$ cat config.mk
export PLATFORM = sky130hd
export DESIGN_NAME = wind_lights_n_flat
export DESIGN_NICKNAME = d
export VERILOG_FILES = /design/src/rtl/wind_lights_n_if.sv /design/src/rtl/wind_lights_n.sv /design/src/flat_wrapper.sv
export SDC_FILE = /design/constraint.sdc
export NUM_CORES = 1
export LEC_CHECK = 0
export BUFFER_PORTS_ARGS = -buffer_cell sky130_fd_sc_hd__buf_2
export CAP_MARGIN = 20
export CORE_UTILIZATION = 30
export DETAILED_ROUTE_END_ITERATION = 12
export GPL_TIMING_DRIVEN = 0
export SYNTH_ARGS = -nofsm -noshare
export SYNTH_HDL_FRONTEND = slang
export SYNTH_SLANG_ARGS = --single-unit
$ cat constraint.sdc
create_clock -name clk -period 1.9 [get_ports clk]
set_input_delay 0.095 -clock clk [delete_from_list [all_inputs] [get_ports clk]]
set_output_delay 0.095 -clock clk [all_outputs]
set_load 0.03 [all_outputs]
$ cat src/rtl/wind_lights_n_if.sv
// Control/status bundle between a pattern source (master) and the wind_lights_n engine (slave).
// dbg_* expose the engine's mode register, bounce direction and prescaler count.
interface wind_lights_n_if #(
    parameter int N_LEDS   = 3,
    parameter int PRESCALE = 2
);
    localparam int CNT_W = $clog2((PRESCALE << 3) + 1);

    logic [1:0]        mode;
    logic [1:0]        speed;
    logic              hold;
    logic [N_LEDS-1:0] lights;
    logic              step;
    logic [1:0]        dbg_mode;
    logic              dbg_dir;
    logic [CNT_W-1:0]  dbg_cnt;

    modport master (
        output mode, speed, hold,
        input  lights, step, dbg_mode, dbg_dir, dbg_cnt
    );

    modport slave (
        input  mode, speed, hold,
        output lights, step, dbg_mode, dbg_dir, dbg_cnt
    );
endinterface

$ cat src/rtl/wind_lights_n.sv
// N-light wind indicator: calm / sweep-down / sweep-up / bounce patterns advanced by an
// internal prescaler with run-time speed select and hold.
module wind_lights_n #(
    parameter int N_LEDS   = 3,
    parameter int PRESCALE = 2
) (
    input  logic         clk,
    input  logic         reset_n,
    wind_lights_n_if.slave bus
);
    localparam int CNT_W = $clog2((PRESCALE << 3) + 1);

    localparam logic [1:0] MODE_CALM       = 2'b00;
    localparam logic [1:0] MODE_SWEEP_DOWN = 2'b01;
    localparam logic [1:0] MODE_SWEEP_UP   = 2'b10;
    localparam logic [1:0] MODE_BOUNCE     = 2'b11;

    localparam logic DIR_UP   = 1'b1;
    localparam logic DIR_DOWN = 1'b0;

    function automatic logic [N_LEDS-1:0] calm_pat(input logic odd);
        logic [N_LEDS-1:0] r;
        r = '0;
        for (int i = 0; i < N_LEDS; i++) begin
            r[i] = (((i % 2) == 1) == odd);
        end
        return r;
    endfunction

    localparam logic [N_LEDS-1:0] CALM_A = calm_pat(1'b0);
    localparam logic [N_LEDS-1:0] CALM_B = calm_pat(1'b1);
    localparam logic [N_LEDS-1:0] LED_LO = {{(N_LEDS-1){1'b0}}, 1'b1};
    localparam logic [N_LEDS-1:0] LED_HI = {1'b1, {(N_LEDS-1){1'b0}}};

    generate
        if (N_LEDS < 3) begin : g_bad_n_leds
            $error("wind_lights_n: N_LEDS must be >= 3");
        end
        if (PRESCALE < 1) begin : g_bad_prescale
            $error("wind_lights_n: PRESCALE must be >= 1");
        end
    endgenerate

    function automatic logic [N_LEDS-1:0] start_of(input logic [1:0] m);
        logic [N_LEDS-1:0] r;
        case (m)
            MODE_CALM:       r = CALM_A;
            MODE_SWEEP_DOWN: r = LED_HI;
            default:         r = LED_LO;
        endcase
        return r;
    endfunction

    logic [CNT_W-1:0]  cnt_q;
    logic [1:0]        cur_mode_q;
    logic              dir_q;
    logic [N_LEDS-1:0] lights_q;
    logic              step_q;

    logic [CNT_W-1:0]  period;
    logic [CNT_W-1:0]  period_m1;
    logic              tick;

    logic [1:0]        mode_nxt;
    logic              dir_nxt;
    logic [N_LEDS-1:0] lights_nxt;
    logic              one_hot;
    logic              move_up;

    // Comparing with >= lets a speed decrease mid-count tick immediately instead of wrapping.
    always_comb begin
        period    = CNT_W'(PRESCALE) << bus.speed;
        period_m1 = period - CNT_W'(1);
        tick      = !bus.hold && (cnt_q >= period_m1);
    end

    always_comb begin
        one_hot = (lights_q != '0) && ((lights_q & (lights_q - N_LEDS'(1))) == '0);
    end

    always_comb begin
        mode_nxt   = cur_mode_q;
        dir_nxt    = dir_q;
        lights_nxt = lights_q;
        move_up    = 1'b0;
        if (bus.mode != cur_mode_q) begin
            mode_nxt   = bus.mode;
            lights_nxt = start_of(bus.mode);
            dir_nxt    = DIR_UP;
        end else begin
            case (cur_mode_q)
                MODE_CALM: begin
                    lights_nxt = (lights_q == CALM_A) ? CALM_B : CALM_A;
                end
                MODE_SWEEP_DOWN: begin
                    lights_nxt = one_hot ? {lights_q[0], lights_q[N_LEDS-1:1]} : LED_HI;
                end
                MODE_SWEEP_UP: begin
                    lights_nxt = one_hot ? {lights_q[N_LEDS-2:0], lights_q[N_LEDS-1]} : LED_LO;
                end
                default: begin
                    if (!one_hot) begin
                        lights_nxt = LED_LO;
                        dir_nxt    = DIR_UP;
                    end else begin
                        // An end bit forces the turn even if dir disagrees, so the light never drops off.
                        move_up    = (dir_q == DIR_UP) ? !lights_q[N_LEDS-1] : lights_q[0];
                        lights_nxt = move_up ? (lights_q << 1) : (lights_q >> 1);
                        if (lights_nxt[N_LEDS-1]) begin
                            dir_nxt = DIR_DOWN;
                        end else if (lights_nxt[0]) begin
                            dir_nxt = DIR_UP;
                        end else begin
                            dir_nxt = move_up ? DIR_UP : DIR_DOWN;
                        end
                    end
                end
            endcase
        end
    end

    always_ff @(posedge clk or negedge reset_n) begin
        if (!reset_n) begin
            cnt_q      <= '0;
            cur_mode_q <= MODE_CALM;
            dir_q      <= DIR_UP;
            lights_q   <= CALM_A;
            step_q     <= 1'b0;
        end else begin
            step_q <= tick;
            if (tick) begin
                cnt_q      <= '0;
                cur_mode_q <= mode_nxt;
                dir_q      <= dir_nxt;
                lights_q   <= lights_nxt;
            end else if (!bus.hold) begin
                cnt_q <= cnt_q + CNT_W'(1);
            end
        end
    end

    assign bus.lights   = lights_q;
    assign bus.step     = step_q;
    assign bus.dbg_mode = cur_mode_q;
    assign bus.dbg_dir  = dir_q;
    assign bus.dbg_cnt  = cnt_q;

    a_lights_nonzero: assert property (@(posedge clk) disable iff (!reset_n) lights_q != '0);

endmodule
$ cat src/flat_wrapper.sv
// flat-port wrapper written by rule: the top's interface ports become plain ports
module wind_lights_n_flat 
#(
    parameter int N_LEDS   = 3,
    parameter int PRESCALE = 2
)
  (clk, reset_n, bus_mode, bus_speed, bus_hold, bus_lights, bus_step, bus_dbg_mode, bus_dbg_dir, bus_dbg_cnt);
  wind_lights_n_if #(.N_LEDS(N_LEDS), .PRESCALE(PRESCALE)) bus_i ();
  input  logic clk;
  input  logic reset_n;
  input wire logic [$bits(bus_i.mode)-1:0] bus_mode;
  input wire logic [$bits(bus_i.speed)-1:0] bus_speed;
  input wire logic [$bits(bus_i.hold)-1:0] bus_hold;
  output wire logic [$bits(bus_i.lights)-1:0] bus_lights;
  output wire logic [$bits(bus_i.step)-1:0] bus_step;
  output wire logic [$bits(bus_i.dbg_mode)-1:0] bus_dbg_mode;
  output wire logic [$bits(bus_i.dbg_dir)-1:0] bus_dbg_dir;
  output wire logic [$bits(bus_i.dbg_cnt)-1:0] bus_dbg_cnt;
  assign bus_i.mode = bus_mode;
  assign bus_i.speed = bus_speed;
  assign bus_i.hold = bus_hold;
  assign bus_lights = bus_i.lights;
  assign bus_step = bus_i.step;
  assign bus_dbg_mode = bus_i.dbg_mode;
  assign bus_dbg_dir = bus_i.dbg_dir;
  assign bus_dbg_cnt = bus_i.dbg_cnt;
  wind_lights_n #(.N_LEDS(N_LEDS), .PRESCALE(PRESCALE)) u_core (.clk(clk), .reset_n(reset_n), .bus(bus_i));
endmodule
### Yosys cells after proc, flatten, opt, wreduce, memory -nomap -nowiden

Index checks and enable logic that the tools add are counted.

| storage, ports and cells | value |
|---|---|
| logic and storage cells | 46 |
| bits of input ports | 7 |
| flip-flop bits (word level) | 12 |

| operators by class | value |
|---|---|
| reduce and logical (&&, ||, !) cells | 11 |
| order comparisons | 1 |
| multiplexer cells | 17 |
| shift-type cells | 1 |
| equality and inequality tests | 7 |
| bitwise gates (word level) | 1 |
| $add $sub $neg | 3 |

Operators by type and width:

| cell | number |
|---|---|
| $mux W3 | 6 |
| $mux W5 | 2 |
| $pmux W3 S3 | 1 |
| $mux W1 | 7 |
| $pmux W3 S2 | 1 |
| $add A5 B1 Y5 const B | 1 |
| $ge A5 B5 Y1 | 1 |
| $shl A2 B2 Y5 const A | 1 |
| $sub A5 B1 Y5 const B | 1 |
| $eq A2 B1 Y1 const B | 2 |
| $logic_not A2 Y1 | 2 |
| $ne A2 B1 Y1 const B | 2 |
| $reduce_and A2 Y1 | 2 |
| $and A3 B3 Y3 | 1 |
| $eq A3 B3 Y1 const B | 1 |
| $logic_not A3 Y1 | 1 |
| $reduce_bool A3 Y1 | 1 |
| $reduce_or A3 Y1 | 1 |
| $sub A3 B1 Y3 const B | 1 |
| $eq A2 B2 Y1 const B | 1 |
| $logic_and A1 B1 Y1 | 2 |
| $logic_not A1 Y1 | 2 |
| $ne A2 B2 Y1 | 1 |

### Longest topological paths before layout

Gate-level depths: netlist of the first run.

| depth | value |
|---|---|
| depth after elaboration | 8 |
| gate-level depth with buffers | 10 |
| gate-level depth less buffers | 9 |

### Worst setup path after synthesis of the first run

No wires, ideal clock.

| path | value |
|---|---|
| kind | register to register |
| from | register u_core.lights_q[0], in the netlist u_core.bus.lights[0] |
| to | register u_core.lights_q[0], in the netlist u_core.bus.lights[0] |
| stages on the path, launching flop included | 11 |
| data arrival time | 1,781 ps |
| data required time | 1,818 ps |
| path buffers | 1 |
| setup slack | 36 ps |
| cell sequence | dfstp_2 buf_4 inv_1 mux2i_1 inv_1 ha_1 nand2_1 a21oi_1 a31oi_1 a31oi_1 mux2_4 |

| on the way | value |
|---|---|
| cells in the longest elaborated chain, start to end | 7 |
| elaborated cells on any way between the ends | 14 |
| classes of those cells | add/sub: 1; eq/ne: 1; mux: 8; bitwise: 1; reduce/logical: 3 |

RTL lines:

| item | RTL line | source |
|---|---|---|
| start, declared | wind_lights_n.sv:57 | `logic [N_LEDS-1:0] lights_q;` |
| start signal, assigned | wind_lights_n.sv:135 | `lights_q <= lights_nxt;` |
| $sub A3 B1 Y3 | wind_lights_n.sv:78 | `one_hot = (lights_q != '0) && ((lights_q & (lights_q - N_LEDS'(1))) == '0);` |
| $and A3 B3 Y3 | wind_lights_n.sv:78 |  |
| $logic_not A3 Y1 | wind_lights_n.sv:78 |  |
| $logic_and A1 B1 Y1 | wind_lights_n.sv:78 |  |
| $mux W3 (on tied branches) | wind_lights_n.sv:102, wind_lights_n.sv:96, wind_lights_n.sv:99 |  |
| $pmux W3 S3 * | wind_lights_n.sv:91 | `case (cur_mode_q)` |
| $mux W3 * | wind_lights_n.sv:86 | `if (bus.mode != cur_mode_q) begin` |

Mark *: on every way between the ends. The rest lies on a longest branch, timed or not.
A chain may end at the register's enable or synchronous reset.

### Worst setup path after layout of the first run

Ends and elaborated chain as after synthesis.

==> metrics.cfg, run 1 <==
[clocking]
clk_pin_slew_ps=80
insertion_delay_ps=270
clock-sinks=12
cts_buffer_depth=2
cts_buffers=3
cts_root_buffer=clkbuf_4
cts_tree=yes
cts_htree_levels=1

[sta]
period_share=0.960
fin_ws_ps=76.6
period_needed_ps=1820
skew_ps=0.635
tns_ps=0
hold_viol=0
fmax_mhz=548
setup_violations=0
slew_violations=0

[yosys]
yosysTopAreaCell=dfrtp_1
netlist.area_leader.share=0.242
synth-seq-cells=12
ys.flop_type=dfrtp_1
synth_nets=122
netlist_area_sq_um=932
syn_area_per_cell_sq_um=8.63
netlist_instances=108
yosys_warnings=0
synth_edf_count=0
synth.distinct_cells=39
synth_commonest_cells=nand2_1 (12), a21oi_1 (9), dfrtp_1 (9), inv_1 (9), ha_1 (7)
synthArstFlopShare=1.00
ys_top_cells_by_area=dfrtp_1 (24%), ha_1 (9.4%), dfstp_2 (8.5%)
yosysSeqAreaShare=0.326
post-synth-top-count-cell=nand2_1

[setup_path]
cp_max_fo=9
reg2reg_to=u_core.bus.lights[0]$_DFFE_PN1P_
rrSetupSlack_ps=80
crit_type=reg2reg
cp-end-kind=flip-flop
startpoint_type=flip-flop
critPathRequiredTime_ps=2100
worstPathArrival_ps=2020
timing.rr.start=u_core.bus.lights[0]$_DFFE_PN1P_
worstRegToRegCells=10

[global_routing]
grt-ovfl-total=0
grt_usage=0.137
grt_max_degree=13
grt_pass1_wl_microns=3580
grt_pass1_vias=828
antenna_found_initial=0

[die]
dieArea_sq_um=3330
initial_core_util=0.327
coreArea_sq_um=2850
die_y_microns=57.7
rows=19
dieWidth_microns=57.7
io-pin-count=19

[outcome]
outcome=finished with violations
violations=DRC

[placement]
place_hpwl_microns=1570
dp_slack_ps=24.5
dpl_cell_area_sq_um=1060
place_congestion=0.882
io_buffer_count=17

[drt]
drtPass1Iterations=10
via_count=835
wirelength_microns=2020
first_iter_violations=28
wl_per_cell_microns=12.5
post-route-drc-count=4
vias_per_cell=5.15
postRouteAntennaNets=0

[hold_path]
hold_path_class=in2reg
hold-path-endpoint=u_core.bus.dbg_mode[0]$_DFFE_PN0P_
hold_start=bus_mode[0]
whs_path_depth=2

[power_and_ir_drop]
finalPower_uw=1940
peakVddDrop_mv=0.469
p_leak_uw=0.000517
power_density_nw_per_um2=1730

[finish]
diodes=0
multiInputGateArea_sq_um=553
final_core_util=0.392
stdcell_area_sq_um=1120
drive_gt1_frac=0.321
seqCellArea_sq_um=305
synthToLayoutAreaGrowth_pct=19.9
fillers=303
final_net_count=146

[flow_run]
drv_cap=0

## cell families (layout without fill, tap and decap cells)
family,after synthesis,in the layout,share of synthesized area
AND/OR/NAND/NOR,34,34,0.200
AO/OA/AOI/OAI,32,32,0.215
buffers and inverters,15,38,0.0832
flip-flops,12,12,0.326
adder cells (fa/ha/maj),7,7,0.0940
multiplexers,4,4,0.0497
XOR/XNOR,3,3,0.0282
other,1,1,0.00402
## stage by stage
stage / instances / hold WS [ps]
floorplan: 108 / -201
global placement: 156 / -8.07
detailed placement: 156 / -0.511
CTS: 161 / 77.8
global route: 162 / 77.9
finish: 162 / 94.2
## cells in the final DEF (no fill, tap or decap), types with 3 or more instances in the layout
cell,synthesis,routed
nand2_1,12,12
ha_1,7,6
o21ai_0,6,5
buf_2,2,19
nand2b_1,3,3
dfrtp_1,9,8
inv_1,9,8
clkbuf_4,0,3
a21oi_1,9,9
xor2_1,3,3
a31oi_1,3,3
nor2_1,6,6
buf_4,3,3
nand3_1,4,4
o21ai_1,2,3
dfstp_2,3,3
## state kept, by name (all words and copies together) (netlist names)
| signal | count |
|---|---|
| u_core.bus.dbg_cnt | 5 |
| u_core.bus.lights | 3 |
| u_core.bus.dbg_dir | 1 |
| u_core.bus.dbg_mode | 2 |
| u_core.bus.step | 1 |
## power by group
part	total, uW	leakage, uW	switching (uW)	internal [uW]
registers	504	0.000144	116	389
clock network	201	0.0000210	85.0	116
logic	1230	0.000352	765	468
## timing repair
| item | CTS | global route |
|---|---|---|
| resized for setup | 0 | 5 |
| hold buffers | 1 | 0 |
| setup endpoints to repair | 0 | 6 |
| setup buffers | 0 | 1 |
| hold endpoints to repair | 12 | 0 |
## worst max-delay path by stage
| stage | end | slack [ps] | startpoint |
|---|---|---|---|
| 5_1_grt | u_core.bus.dbg_cnt[0]$_DFFE_PN0P_ | -30 | u_core.bus.dbg_cnt[1]$_DFFE_PN0P_ |
| 2_1_floorplan | u_core.bus.lights[0]$_DFFE_PN1P_ | 40 | u_core.bus.lights[0]$_DFFE_PN1P_ |
| 3_5_place_dp | u_core.bus.lights[0]$_DFFE_PN1P_ | 20 | u_core.bus.lights[0]$_DFFE_PN1P_ |
| 4_1_cts | u_core.bus.lights[0]$_DFFE_PN1P_ | 10 | u_core.bus.lights[0]$_DFFE_PN1P_ |
| 3_3_place_gp | u_core.bus.lights[0]$_DFFE_PN1P_ | 40 | u_core.bus.lights[0]$_DFFE_PN1P_ |
| 6_report | u_core.bus.lights[0]$_DFFE_PN1P_ | 80 | u_core.bus.lights[0]$_DFFE_PN1P_ |
## final cells by class
| class | count | area share |
|---|---|---|
| multi-input combinational | 81 | 0.495 |
| sequential | 12 | 0.273 |
| timing repair buffer | 19 | 0.0918 |
| buffer | 6 | 0.0426 |
| tap | 31 | 0.0347 |
| clock buffer | 4 | 0.0325 |
| inverter | 9 | 0.0302 |
## routing by layer
layer / vias up / GRT usage / share of wire
li1: 423 / - / -
met1: 398 / 0.158 / 0.46
met2: 14 / 0.254 / 0.51
met3: 0 / 0.0268 / 0.032
met4: 0 / 0.0408 / 0
met5: - / 0 / 0
## worst max-delay path, cell delays in order (launching register included)
cell and delay, ps:
dfstp_2 550, buf_6 140, inv_2 40, mux2i_1 160
inv_1 70, ha_2 160, nand2_1 70, a21oi_1 60
a31oi_1 140, a31oi_1 100, mux2_4 270
(Power assumes the default switching activity.)
==> run 2, diff against run 1 <==
Settings changed: CORE_UTILIZATION 30 to 53, PLACE_DENSITY set to 0.77.
==> run 2 against run 1 <==
- the flow still finishes with violations (DRC)
- via count increased by 2.4%
- clock-buffer cell count did not move
- register-to-register slack better by 30 ps
- sequential power down 1%
- flip-flop and latch count unchanged
- routed wire length fell by 4.0%
- critical path type unchanged
- highest routed layer is now met4
==> metrics.cfg, run 2 (synthesized netlist as in run 1, its figures left out) <==
[flow_run]
drv_cap=0  ; unchanged

[finish]
drive_gt1_frac=0.311  ; was 0.321
layout_common_cells=buf_2 (19), nand2_1 (12), inv_1 (9), a21oi_1 (9), dfrtp_1 (9)  ; was buf_2 (19), nand2_1 (12), a21oi_1 (9), inv_1 (8), dfrtp_1 (8)
synthToLayoutAreaGrowth_pct=18.7  ; was 19.9%
final_core_util=0.702  ; was 0.392
layout_commonest_cell=buf_2  ; unchanged
diodes=0  ; unchanged
final_net_count=147  ; was 146
fin_cells=148  ; was 162
largest_reg_flops=5  ; unchanged

[die]
io-pin-count=19  ; unchanged
die_y_microns=43.9  ; was 57.7 microns
rows=14  ; was 19
dieArea_sq_um=1930  ; was 3330 sq um
dieWidth_microns=43.9  ; was 57.7 microns
initial_core_util=0.591  ; was 0.327
coreArea_sq_um=1580  ; was 2850 sq um

[outcome]
outcome=finished with violations  ; unchanged
violations=DRC  ; unchanged

[global_routing]
grt_usage=0.227  ; was 0.137
grt_pass1_vias=736  ; was 828
grt-ovfl-total=0  ; unchanged
grt_pass1_wl_microns=3200  ; was 3580 microns
antenna_found_initial=0  ; unchanged
grt_max_degree=13  ; unchanged

[drt]
postRouteAntennaNets=0  ; unchanged
first_iter_violations=36  ; was 28
dr.max_layer_used=met4  ; was met3
vias_per_cell=5.78  ; was 5.15
via_count=855  ; was 835
wirelength_microns=1940  ; was 2020 microns
dr_wl_met3_microns=96  ; was 65 microns
drt-met1-wl_microns=943  ; was 925 microns
route.met2.wl_microns=874  ; was 1030 microns
drtPass1Iterations=8  ; was 10
wl_per_cell_microns=13.1  ; was 12.5 microns
post-route-drc-count=3  ; was 4

[clocking]
clock-sinks=12  ; unchanged
cts_buffer_depth=2  ; unchanged
clk_pin_slew_ps=80  ; about the same
cts_buffers=3  ; unchanged
cts_root_buffer=clkbuf_4  ; unchanged
cts_htree_levels=1  ; unchanged
cts_tree=yes  ; unchanged
insertion_delay_ps=270  ; about the same

[sta]
hold_viol=0  ; unchanged
skew_ps=0.700  ; was 0.635 ps
fin_ws_ps=103  ; was 76.6 ps
slew_violations=0  ; unchanged
period_needed_ps=1800  ; was 1820 ps
fmax_mhz=557  ; was 548 MHz
period_share=0.946  ; was 0.960
setup_violations=0  ; unchanged

[power_and_ir_drop]
peakVddDrop_mv=1.12  ; was 0.469 mV
finalPower_uw=1970  ; was 1940 uW
power_density_nw_per_um2=1780  ; was 1730 nW/um^2
p_leak_uw=0.000521  ; was 0.000517 uW

[hold_path]
hold-path-endpoint=u_core.bus.dbg_mode[1]$_DFFE_PN0P_  ; was u_core.bus.dbg_mode[0]$_DFFE_PN0P_
whs_path_depth=3  ; was 2
hold_start=bus_mode[1]  ; was bus_mode[0]
hold_path_class=in2reg  ; unchanged

[setup_path]
worstRegToRegCells=10  ; unchanged
cp_max_fo=2  ; was 9
cp-end-kind=flip-flop  ; unchanged
worstPathArrival_ps=2010  ; was 2020 ps
crit_type=reg2reg  ; unchanged
critPathRequiredTime_ps=2110  ; was 2100 ps
timing.rr.start=u_core.bus.lights[0]$_DFFE_PN1P_  ; unchanged
startpoint_type=flip-flop  ; unchanged
startpoint=u_core.bus.lights[0]$_DFFE_PN1P_  ; unchanged
reg2reg_to=u_core.bus.lights[0]$_DFFE_PN1P_  ; unchanged
rrSetupSlack_ps=100  ; was 80 ps

[placement]
dp_slack_ps=41.9  ; was 24.5 ps
io_buffer_count=17  ; unchanged
place_hpwl_microns=1440  ; was 1570 microns
place_congestion=0.862  ; was 0.882
dp_cells=141  ; was 156

-- run 2: worst max path at each step --
stage                                  endpoint  depth (start not counted)
2_1_floorplan  u_core.bus.lights[0]$_DFFE_PN1P_                         10
3_3_place_gp   u_core.bus.lights[0]$_DFFE_PN1P_                         10
3_5_place_dp   u_core.bus.lights[0]$_DFFE_PN1P_                         10
4_1_cts        u_core.bus.lights[0]$_DFFE_PN1P_                         10
5_1_grt        u_core.bus.lights[0]$_DFFE_PN1P_                         10
6_report       u_core.bus.lights[0]$_DFFE_PN1P_                         10
-- run 2: critical path, cell delays in order, from the launching register on --
cell and delay, ps:
dfstp_2 540, buf_6 90, inv_1 50, mux2i_2 170, inv_1 70, ha_1 180, nand2_1 60, a21oi_1 50
a31oi_1 150, a31oi_1 110, mux2_4 270
-- run 2: stage by stage --
step	TNS [ps]	hold WS, ps	instance area (sq um)
floorplan	0	-201	932
global placement	0	-18.6	1040
detailed placement	0	-8.62	1040
CTS	0	94.6	1080
global route	-4.03	105	1110
finish	0	92.6	1110
-- run 2: timing repair --
item,4_1_cts,5_1_grt
hold buffers,1,0
endpoints found under the hold margin,12,0
resized for setup,0,3
setup endpoints to repair,0,5
setup buffers,0,2
-- run 2: power breakdown --
group          internal, uW  switching [uW]
Combinational           484             776
Clock                   116            95.8
Sequential              387             113
Total                   988             984
-- run 2: layout make-up --
type                       instances  area, sq um
buffer                             6         47.5
timing repair buffer              20          110
tap                               16         20.0
sequential                        12          304
inverter                           9         33.8
multi-input combinational         81          554
clock buffer                       4         36.3
fill                             140          470
-- run 2: layer usage --
metal | global-route usage | up-vias
met5 | 0 | -
met4 | 0.0970 | 0
met3 | 0.0375 | 4
met2 | 0.346 | 29
met1 | 0.316 | 399
li1 | - | 423
